**config.mk**
```make
export PLATFORM = sky130hd
export DESIGN_NAME = uart_tx_engine_flat
export DESIGN_NICKNAME = d
export VERILOG_FILES = /design/src/rtl/uart_tx_engine_if.sv /design/src/rtl/uart_tx_engine.sv /design/src/flat_wrapper.sv
export SDC_FILE = /design/constraint.sdc
export NUM_CORES = 1
export LEC_CHECK = 0
export CORE_MARGIN = 2
export CORE_UTILIZATION = 35
export DETAILED_ROUTE_END_ITERATION = 10
export PLACE_DENSITY = 0.57
export SYNTH_ARGS = -nofsm -noshare
export SYNTH_HDL_FRONTEND = slang
export SYNTH_SLANG_ARGS = --single-unit
export TNS_END_PERCENT = 30
```
**constraint.sdc**
```tcl
create_clock -name clk -period 6.2 [get_ports clk]
set_input_delay 1.24 -clock clk [delete_from_list [all_inputs] [get_ports clk]]
set_output_delay 1.24 -clock clk [all_outputs]
set_load 0.05 [all_outputs]
```
**src/rtl/uart_tx_engine_if.sv**
```systemverilog
// Transmit-side bundle between the UART controller (master) and the serialiser (slave).
// Carries the frame request and byte in one direction, status and the serial line back.
interface uart_tx_engine_if;
  logic       tx_enable;
  logic       tx_start;
  logic [7:0] tx_data;
  logic       tx_busy;
  logic       tx_serial;
  logic       tx_done;

  modport master (
    output tx_enable, tx_start, tx_data,
    input  tx_busy, tx_serial, tx_done
  );

  modport slave (
    input  tx_enable, tx_start, tx_data,
    output tx_busy, tx_serial, tx_done
  );
endinterface

```
**src/rtl/uart_tx_engine.sv**
```systemverilog
// 8-bit UART serialiser: start, 8 data LSB-first, optional parity, 1-2 stop bits; outputs registered.
// Latency: line drops one cycle after acceptance; requests arriving while busy are dropped, not queued.
module uart_tx_engine #(
  parameter int CLKS_PER_BIT = 16,
  parameter int PARITY_EN    = 0,
  parameter int PARITY_ODD   = 0,
  parameter int STOP_BITS    = 1
) (
  input  logic            clk,
  input  logic            rst_n,
  uart_tx_engine_if.slave tx
);

  localparam int              CW        = (CLKS_PER_BIT > 1) ? $clog2(CLKS_PER_BIT) : 1;
  localparam logic [CW-1:0]   CYC_LAST  = CW'(CLKS_PER_BIT - 1);
  localparam logic            STOP_LAST = 1'(STOP_BITS - 1);
  localparam logic            ODD       = 1'(PARITY_ODD);

  if (CLKS_PER_BIT < 2 || (STOP_BITS != 1 && STOP_BITS != 2)) begin : g_bad_params
    $fatal(1, "uart_tx_engine: CLKS_PER_BIT must be >= 2 and STOP_BITS must be 1 or 2");
  end

  typedef enum logic [2:0] {IDLE, START, DATA, PARITY, STOP} state_t;

  state_t        state, state_nxt;
  logic [CW-1:0] cyc_cnt, cyc_nxt;
  logic [2:0]    bit_cnt, bit_nxt;
  logic          stop_cnt, stop_nxt;
  logic [7:0]    shreg, shreg_nxt;
  logic          serial_q, serial_d;
  logic          busy_q, busy_d;
  logic          done_q, done_d;
  logic          accept;
  logic          bit_end;

  assign accept  = (state == IDLE) && tx.tx_start && tx.tx_enable;
  assign bit_end = (cyc_cnt == CYC_LAST);

  // State register
  always_ff @(posedge clk or negedge rst_n) begin
    if (!rst_n) begin
      state <= IDLE;
    end else begin
      state <= state_nxt;
    end
  end

  // Next-state and counter logic
  always_comb begin
    state_nxt = state;
    cyc_nxt   = '0;
    bit_nxt   = bit_cnt;
    stop_nxt  = stop_cnt;
    shreg_nxt = shreg;
    if (state != IDLE && !bit_end) begin
      cyc_nxt = cyc_cnt + CW'(1);
    end
    case (state)
      IDLE: begin
        if (accept) begin
          state_nxt = START;
          shreg_nxt = tx.tx_data;
        end
      end
      START: begin
        if (bit_end) state_nxt = DATA;
      end
      DATA: begin
        if (bit_end) begin
          // 3-bit counter wraps 7 -> 0 on the way out of DATA
          bit_nxt = bit_cnt + 3'd1;
          if (bit_cnt == 3'd7) state_nxt = (PARITY_EN != 0) ? PARITY : STOP;
        end
      end
      PARITY: begin
        if (bit_end) state_nxt = STOP;
      end
      STOP: begin
        if (bit_end) begin
          if (stop_cnt == STOP_LAST) begin
            state_nxt = IDLE;
            stop_nxt  = 1'b0;
          end else begin
            stop_nxt  = stop_cnt + 1'b1;
          end
        end
      end
      default: state_nxt = IDLE;
    endcase
  end

  // Output logic: computed from the upcoming state so the outputs can be registered
  always_comb begin
    serial_d = 1'b1;
    busy_d   = (state_nxt != IDLE);
    done_d   = (state == STOP) && (state_nxt == IDLE);
    case (state_nxt)
      START:   serial_d = 1'b0;
      DATA:    serial_d = shreg_nxt[bit_nxt];
      PARITY:  serial_d = (^shreg_nxt) ^ ODD;
      default: serial_d = 1'b1;
    endcase
  end

  always_ff @(posedge clk or negedge rst_n) begin
    if (!rst_n) begin
      cyc_cnt  <= '0;
      bit_cnt  <= '0;
      stop_cnt <= 1'b0;
      shreg    <= '0;
      serial_q <= 1'b1;
      busy_q   <= 1'b0;
      done_q   <= 1'b0;
    end else begin
      cyc_cnt  <= cyc_nxt;
      bit_cnt  <= bit_nxt;
      stop_cnt <= stop_nxt;
      shreg    <= shreg_nxt;
      serial_q <= serial_d;
      busy_q   <= busy_d;
      done_q   <= done_d;
    end
  end

  assign tx.tx_serial = serial_q;
  assign tx.tx_busy   = busy_q;
  assign tx.tx_done   = done_q;

endmodule

```
**src/flat_wrapper.sv**
```systemverilog
// flat-port wrapper written by rule: the top's interface ports become plain ports
module uart_tx_engine_flat 
#(
  parameter int CLKS_PER_BIT = 16,
  parameter int PARITY_EN    = 0,
  parameter int PARITY_ODD   = 0,
  parameter int STOP_BITS    = 1
)
  (clk, rst_n, tx_tx_enable, tx_tx_start, tx_tx_data, tx_tx_busy, tx_tx_serial, tx_tx_done);
  uart_tx_engine_if tx_i ();
  input  logic clk;
  input  logic rst_n;
  input wire logic [$bits(tx_i.tx_enable)-1:0] tx_tx_enable;
  input wire logic [$bits(tx_i.tx_start)-1:0] tx_tx_start;
  input wire logic [$bits(tx_i.tx_data)-1:0] tx_tx_data;
  output wire logic [$bits(tx_i.tx_busy)-1:0] tx_tx_busy;
  output wire logic [$bits(tx_i.tx_serial)-1:0] tx_tx_serial;
  output wire logic [$bits(tx_i.tx_done)-1:0] tx_tx_done;
  assign tx_i.tx_enable = tx_tx_enable;
  assign tx_i.tx_start = tx_tx_start;
  assign tx_i.tx_data = tx_tx_data;
  assign tx_tx_busy = tx_i.tx_busy;
  assign tx_tx_serial = tx_i.tx_serial;
  assign tx_tx_done = tx_i.tx_done;
  uart_tx_engine #(.CLKS_PER_BIT(CLKS_PER_BIT), .PARITY_EN(PARITY_EN), .PARITY_ODD(PARITY_ODD), .STOP_BITS(STOP_BITS)) u_core (.clk(clk), .rst_n(rst_n), .tx(tx_i));
endmodule
```
==> results of run 1 <==
==> worst max-delay path, stage by stage <==
cell and delay [ns]:
sky130_fd_sc_hd__clkdlybuf4s50_1 0.45, sky130_fd_sc_hd__and2_0 0.22, sky130_fd_sc_hd__and2_1 0.49, sky130_fd_sc_hd__mux2_2 0.41, sky130_fd_sc_hd__o2111a_1 0.23, sky130_fd_sc_hd__nor4_1 0.28
sky130_fd_sc_hd__o21ai_1 0.10
==> layer usage <==
metal | global-route usage [%] | vias to the layer above
met5 | 0 | -
met4 | 9.32 | 0
met3 | 3.57 | 8
met2 | 19.9 | 13
met1 | 17.7 | 387
li1 | - | 410
==> cell usage after synthesis, types with 3 or more instances <==
cell	count
sky130_fd_sc_hd__a21o_1	3
sky130_fd_sc_hd__a21oi_1	3
sky130_fd_sc_hd__buf_4	4
sky130_fd_sc_hd__dfrtp_1	20
sky130_fd_sc_hd__ha_1	3
sky130_fd_sc_hd__inv_1	9
sky130_fd_sc_hd__mux2_2	3
sky130_fd_sc_hd__mux2i_1	3
sky130_fd_sc_hd__nand2_1	5
sky130_fd_sc_hd__nand3_1	7
sky130_fd_sc_hd__nor2_1	6
sky130_fd_sc_hd__o2111a_1	3
sky130_fd_sc_hd__o2111ai_1	3
sky130_fd_sc_hd__o21ai_0	4
sky130_fd_sc_hd__xnor2_1	8
==> per-stage QoR <==
stage	hold slack, ns	instances
floorplan	0.430	108
global placement	0.444	161
detailed placement	0.465	161
CTS	0.481	165
global route	0.497	165
finish	0.474	165
==> power groups by stage <==
| stage | Clock (uW) | Sequential [uW] | Combinational (uW) |
|---|---|---|---|
| finish | 69.3 | 137 | 9.98 |
| global route | 77.1 | 137 | 11.2 |
| CTS | 72.1 | 137 | 10.4 |
| detailed placement | 0 | 140 | 10.4 |
| global placement | 0 | 140 | 10.1 |
| floorplan | 0 | 140 | 0.489 |
==> placed cells by master, fill, tap and decap left out, types with 2 or more instances in the layout <==
| cell type | n |
|---|---|
| sky130_fd_sc_hd__dfrtp_1 | 20 |
| sky130_fd_sc_hd__clkdlybuf4s50_1 | 14 |
| sky130_fd_sc_hd__inv_1 | 9 |
| sky130_fd_sc_hd__xnor2_1 | 8 |
| sky130_fd_sc_hd__nand3_1 | 7 |
| sky130_fd_sc_hd__nor2_1 | 6 |
| sky130_fd_sc_hd__nand2_1 | 5 |
| sky130_fd_sc_hd__o21ai_0 | 4 |
| sky130_fd_sc_hd__a21oi_1 | 3 |
| sky130_fd_sc_hd__mux2i_1 | 3 |
| sky130_fd_sc_hd__a21o_1 | 3 |
| sky130_fd_sc_hd__mux2_2 | 3 |
| sky130_fd_sc_hd__o2111ai_1 | 3 |
| sky130_fd_sc_hd__o2111a_1 | 3 |
| sky130_fd_sc_hd__ha_1 | 3 |
| sky130_fd_sc_hd__clkbuf_4 | 3 |
| sky130_fd_sc_hd__and3_1 | 2 |
| sky130_fd_sc_hd__or3_1 | 2 |
| sky130_fd_sc_hd__o21ai_1 | 2 |
==> final cells by class <==
cell class | count | area (sq um) | share of cell area (%)
multi-input combinational | 73 | 553 | 41.4
sequential | 21 | 527 | 39.4
timing repair buffer | 14 | 140 | 10.5
tap | 44 | 55.1 | 4.12
inverter | 9 | 33.8 | 2.53
clock buffer | 3 | 22.5 | 1.69
clock inverter | 1 | 5.00 | 0.375
==> path summary, 6_finish.rpt <==
| kind | to | slack (ns) | cells after the start |
|---|---|---|---|
| worst max-delay path | u_core.tx.tx_serial | 3.04 | 7 |
| worst min-delay path | u_core.cyc_cnt[0] | 0.47 | 1 |
| worst max register to register | u_core.tx.tx_serial | 3.74 | 6 |
| worst min register to register | u_core.cyc_cnt[0] | 0.47 | 1 |
| max in group asynchronous | u_core.tx.tx_busy | 4.25 | 1 |
| min in group asynchronous | u_core.bit_cnt[1] | 1.41 | 1 |
==> flip-flops by register name, summed over array words and instances (netlist names) <==
name / flops
u_core.shreg: 8
u_core.tx.tx_done: 1
u_core.tx.tx_busy: 1
u_core.cyc_cnt: 4
u_core.bit_cnt: 3
u_core.tx.tx_serial: 1
u_core.state: 3
==> cell families (layout without fill, tap and decap cells) <==
kind of cell	after synthesis	after routing	synth area share, %
xor+xnor	9	9	6.87
compound gates	24	24	16.0
mux	6	6	5.56
simple gates	31	31	16.5
flops	21	21	45.9
buf+inv	14	27	5.89
fa+ha+maj	3	3	3.27
==> impl_summary.md, run 1 <==
Floorplanning
The die extent in y is 61.3 um. For this design the top-level I/O count stands at 15. The region available for standard cell placement spans 3080 sq um. The chip width is 61.3 um.

Once the floorplan was initialized, standard cells occupied 37.3% of the core. The number of rows in the core area is 20. The die covers 3750 sq um.

Route
Dividing the detail-routed wire length by the instance count gives 13.0 um. The met2 wire length is 946 um. The highest layer touched by signal routing is met4. The detailed router finished its first iteration with 11 violations.

The detailed-routing iteration count for the pre-antenna-repair pass is 4. The total wirelength of the detailed-routed design is 2150 um. The detail route stage leaves a number of antenna-violating nets equal to 0. In the detailed route, the total length drawn on met3 is 69 um.

The count of vias placed by the detailed router is 818. In the final routing, the length of wire on met1 measures 1060 um. After detailed routing, the number of remaining DRC violations is 0. After detailed routing, the number of vias per cell comes to 4.96.

Yosys
The count of distinct cell types in the synthesized netlist is 36. Synthesis produced a netlist with a net count of 123. The number of synthesized register bits is 21. The most used flip-flop cell after synthesis is sky130_fd_sc_hd__dfrtp_1. The post-synthesis cell type with the largest combined area is sky130_fd_sc_hd__dfrtp_1. Synthesis handed over a netlist of 108 instances. Sequential cells were found to cover 45.9% of the synthesized design area. In the post-synthesis netlist, the biggest area contributors are sky130_fd_sc_hd__dfrtp_1 (44%), sky130_fd_sc_hd__xnor2_1 (6.1%), sky130_fd_sc_hd__ha_1 (3.3%). The mapped netlist covers 1150 sq um. The top-area cell type share of the netlist area is 43.6%. The share of async-settable or async-resettable flops after synthesis is 100%. The post-synthesis area per instance is 10.6 sq um.

For this run, the number of Yosys warnings is 0. The count of flip-flops with a built-in enable after synthesis is 0.

Finish
At the end of the flow, the number of nets in the layout was 137. Of the cells placed in the final design, the portion with a size suffix greater than 1 is 12.4%. The cell area after layout is 1340 sq um. The area growth from synthesis to layout is 16.5%.

Counting the fill cells in the layout gives 305. The core utilization of the finished layout is 43.4%. 0 antenna diodes ended up in the layout.

STA
The accumulated negative setup slack is 0 ns. The time the worst path needs with I/O delays and setup is 3.16 ns. Setup repair after global routing left no endpoint under its margin. The ratio of final minimum period to clock period is 50.9%. The slack of the critical path is 3.04 ns.

The clock skew after layout is 0.00638 ns. The achievable frequency is 317 MHz. At the pin with the least slew margin, the transition time is 0.890 ns. The hold violation total from the final report was 0. The number of max-slew violations in the final report is 0.

The total of endpoints with negative setup slack in the final report is 0. The worst pin sits at a relative slew slack of 40.5%.

Clock network
The CTS tree is yes. The clock tree root driver cell is sky130_fd_sc_hd__clkbuf_4. The number of gates resized after CTS was 0. In this run the number of H-tree levels came out at 1. The later-pin clock latency in the skew report is 0.32 ns. The number of buffers added by the clock tree synthesis step is 3. The number of setup buffers added after CTS is 0.

After clock tree synthesis, the clock-pin slew on the worst setup and hold paths is 0.12 ns. The clock passes through at most 2 buffers. The number of clock sinks is 21. The count of hold buffers inserted by post-cts repair is 0.

Pwr
The clock network fraction of design power is 32.0%. The total power density per cell area is 162 nW/um^2. The worst-case IR drop observed on VDD is 0.0603 mV. The power consumption is 216 uW. The relative contribution of sequential cells to total power is 63.3%. Combinational logic burns 4.6% of the power. The net switching power is 48.8 uW. The leakage component of the power is 0.000591 uW. Internal power comes to 167 uW. The proportion of total power due to net switching is 22.6%.

Critical path
The worst setup path is of the primary input to register kind. For the worst setup path, the data required time is 6.46 ns. The most critical setup path has its startpoint at tx_tx_enable. The worst setup path is launched from a primary input.

The critical path endpoint category is a register. The startpoint identified for the worst register-to-register timing path is u_core.state[0]. In this run the worst path has a maximum fanout of 15. Data on the critical path arrives at its endpoint at 3.42 ns.

Global route
The largest net degree at the start of global routing is 22. The sum of overflow across all layers after global routing is 0. The global routing usage summed across all routing layers is 13.7%. The number of global-route vias before repair came to 829. The global-route wire length before repair is 3640 um. The initial antenna violation count is 0.

Placed design
Detailed placement finished with a half-perimeter wire length of 1630 um. The total cell area at the placement stage is 1310 sq um. Routability-driven placement finished with a final weighted congestion of 0.781. Timing analysis after detailed placement gives a worst setup slack of 2.72 ns. The port buffer count is 14.

Hold path
The startpoint of the lowest-slack hold path is u_core.cyc_cnt[0]. The kind of path behind the tightest hold check is register to register.

Run
The max-capacitance violation count is 0.

Status
The flow ran to the end, and the final reports show no timing, DRC or antenna violations.
(Power assumes the default switching activity.)
==> run 2: changes to the inputs <==
==> constraint.sdc (replaced) <==
create_clock -name clk -period 3.3 [get_ports clk]
set_input_delay 0.66 -clock clk [delete_from_list [all_inputs] [get_ports clk]]
set_output_delay 0.66 -clock clk [all_outputs]
set_load 0.05 [all_outputs]
==> run 2 against run 1 <==
  * First-iteration DRC count rose by 45%
  * Sequential power rose by 88%
  * Hold slack improved by 0.0011 ns
  * Critical path depth did not move
  * Non-clock buffer count did not move
  * Sequential cell count did not move
  * Worst setup slack got worse by 2.3 ns
  * Global-route usage rose by 0.35 points
  * Critical endpoint unchanged
  * Highest routed layer unchanged
==> impl_summary.md, run 2 (synthesized netlist as in run 1, its figures left out) <==
Global route
The largest net degree at the start of global routing is 22 (unchanged). The global-route wire length before repair is 3830 um (was 3640 um). The sum of overflow across all layers after global routing is 0 (unchanged). The initial antenna violation count came to 0 (unchanged). The number of global-route vias before repair came to 831 (was 829). The global routing usage summed across all routing layers is 14.0% (was 13.7%).

Clock network
The number of gates resized after cts was 0 (unchanged). The clock-pin slew of the registers on the worst-case setup and hold paths is 0.12 ns (about the same). The number of clock sinks is 21 (unchanged). The number of setup buffers added after CTS was 0 (unchanged).

The later-pin clock latency in the skew report is 0.31 ns (was 0.32 ns). The clock tree root driver cell is sky130_fd_sc_hd__clkbuf_4 (unchanged). The maximum clock insertion buffer count is 2 (unchanged). The total number of H-tree levels was 1 (unchanged). The number of buffers added by the clock tree synthesis step came to 3 (unchanged).

The CTS tree is yes (unchanged). The count of hold buffers inserted by post-cts repair is 0 (unchanged).

Status
Outcome: completed (unchanged).

STA
The slack of the critical path is 0.724 ns (was 3.04 ns). Dividing the final minimum period by the clock period gives 78.1%. The hold violation total from the final report is 0 (unchanged). The accumulated negative setup slack was 0 ns (unchanged). The number of max-slew violations in the final report is 0 (unchanged). Setup repair after global routing missed its margin: false (unchanged). The final hold slack is 0.475 ns (was 0.474 ns).

The total of endpoints with negative setup slack in the final report came to 0 (unchanged). Based on the critical path, the design can be clocked at up to 388 MHz. The pin slew with the least headroom to its limit is 0.900 ns (was 0.890 ns). The normalized max-slew margin was 39.8% (was 40.5%). The clock skew after layout is 0.00728 ns (was 0.00638 ns). The time the worst path needs with I/O delays and setup is 2.58 ns.

Finish
The number of flip-flops in the largest register was 8 (unchanged). The total number of nets in the final design is 137 (unchanged). The most frequent standard cell in the layout excluding fill and tap cells is sky130_fd_sc_hd__dfrtp_1 (unchanged). The register name with the most flops is u_core.shreg (unchanged). The count of placed standard cells in the final layout, fillers left out was 165 (unchanged). The number of diodes is 0 (unchanged). The share of post-route cells with drive strength above 1 came to 12.4% (unchanged). Largest registers: u_core.shreg x8, u_core.cyc_cnt x4 (unchanged). The area growth from synthesis to layout is 16.5% (unchanged). Commonest cells after routing, fill and taps aside: sky130_fd_sc_hd__dfrtp_1 (20), sky130_fd_sc_hd__clkdlybuf4s50_1 (14), sky130_fd_sc_hd__inv_1 (9) (unchanged).

Route
The average routed wire per standard cell is 12.8 um (was 13.0 um). The via-per-instance ratio is 4.95 (was 4.96). The iteration-0 DRC count of the detailed router is 16 (was 11). The total wirelength of the detailed-routed design is 2110 um (was 2150 um). The count of vias placed by the detailed router is 816 (was 818). The residual DRC count was 0 (unchanged).

The detailed-routing iteration count for the pre-antenna-repair pass is 4 (unchanged). The number of routed nets with antenna violations was 0 (unchanged).

Critical path
The maximum single-stage delay on the critical path is 0.48 ns (was 0.49 ns). The critical path endpoint category is a register (unchanged). The startpoint of the most critical setup path is tx_tx_enable (unchanged). The slowest stage cell on the critical path was sky130_fd_sc_hd__and2_1 (unchanged). The peak fanout along the critical path is 15 (unchanged). The required arrival time at the worst endpoint is 3.55 ns (was 6.46 ns). Cell breakdown of the critical path: clkdlybuf4s50_1, and2_0, and2_1, mux2_2, o2111a_1, nor4_1, o21ai_1 (unchanged). The number of buffers and inverters on the critical path is 1 (unchanged). The family with the most delay on the worst path is simple AND/OR/NAND/NOR gates (unchanged). The category of the critical setup timing path is primary input to register (unchanged). The startpoint of the lowest-slack register-to-register path is u_core.state[2] (was u_core.state[0]). The arrival time of the worst setup path was 2.83 ns (was 3.42 ns). The category of the worst setup path launch point is a primary input (unchanged).

Floorplanning
The initial cell density of the core is 37.3% (unchanged). The placeable core region is 3080 sq um (unchanged). The number of top-level pins is 15 (unchanged). The chip width is 61.3 um (unchanged). The die extent in y is 61.3 um (unchanged). The overall die area is 3750 sq um (unchanged).

The number of rows in the core area is 20 (unchanged).

Hold path
The kind of path behind the tightest hold check is register to register (unchanged). The startpoint of the lowest-slack hold path was u_core.cyc_cnt[0] (unchanged).

Placed design
The final weighted congestion in routability-driven placement was 0.781 (unchanged). The port buffer count is 14 (unchanged). The placed wire-length estimate is 1690 um (was 1630 um). The post-place setup slack came to 0.368 ns (was 2.72 ns). The total instance count after detailed placement is 161 (unchanged).

Pwr
The leakage component of the power is 0.000591 uW (unchanged). The total power density per cell area is 303 nW/um^2 (was 162 nW/um^2). The relative contribution of sequential cells to total power came to 63.6% (was 63.3%). The internal power contribution is 314 uW (was 167 uW). The net switching power is 90.1 uW (was 48.8 uW). The proportion of total power due to net switching was 22.3% (was 22.6%). The clock network fraction of design power is 31.7% (was 32.0%). The combinational fraction of design power is 4.6% (about the same).

The worst supply voltage drop on vdd is 0.107 mV (was 0.0603 mV).

Run
The max-capacitance violation count came to 0 (unchanged).
run 2: worst paths after layout:
path	end	slack, ns	cells after the start
worst max-delay path	u_core.tx.tx_serial	0.72	7
worst min-delay path	u_core.cyc_cnt[0]	0.48	1
worst max register to register	u_core.tx.tx_serial	0.86	6
worst min register to register	u_core.cyc_cnt[0]	0.48	1
max in group asynchronous	u_core.tx.tx_busy	1.91	1
min in group asynchronous	u_core.bit_cnt[0]	0.84	1
run 2: area by class of cell:
class                           instances  area [sq um]
Inverter                                9          33.8
Clock inverter                          1          5.00
Multi-Input combinational cell         73           553
Fill cell                             304          1740
Sequential cell                        21           527
Timing Repair Buffer                   14           140
Clock buffer                            3          22.5
Tap cell                               44          55.1
run 2: per-stage QoR:
| stage | util (%) | cell area, sq um | total power, uW |
|---|---|---|---|
| after global placement | 42.5 | 1310 | 281 |
| final | 43.4 | 1340 | 404 |
| after CTS | 43.4 | 1340 | 409 |
| after detailed placement | 42.5 | 1310 | 282 |
| after global routing | 43.4 | 1340 | 425 |
| after floorplan | - | 1150 | 263 |
run 2: power groups by stage:
stage | combinational (uW) | clock, uW | sequential (uW)
floorplan | 0.918 | 0 | 262
global placement | 19.1 | 0 | 262
detailed placement | 19.5 | 0 | 262
CTS | 19.5 | 132 | 257
global route | 21.3 | 146 | 258
finish | 18.7 | 128 | 257
run 2: routing by layer:
metal | vias up | GRT usage [%] | wire, um
met1 | 382 | 19.2 | 1010
met3 | 5 | 2.52 | 83
li1 | 414 | - | -
met4 | 0 | 6.52 | 38
met2 | 15 | 21.4 | 986
met5 | - | 0 | 0
run 2: worst reg2reg max path: stages (launching register included):
cell and delay, ns:
sky130_fd_sc_hd__dfrtp_1 0.52, sky130_fd_sc_hd__nor3_4 0.34, sky130_fd_sc_hd__and2_1 0.50, sky130_fd_sc_hd__mux2_2 0.41, sky130_fd_sc_hd__o2111a_1 0.23, sky130_fd_sc_hd__nor4_1 0.27
sky130_fd_sc_hd__o21ai_1 0.10
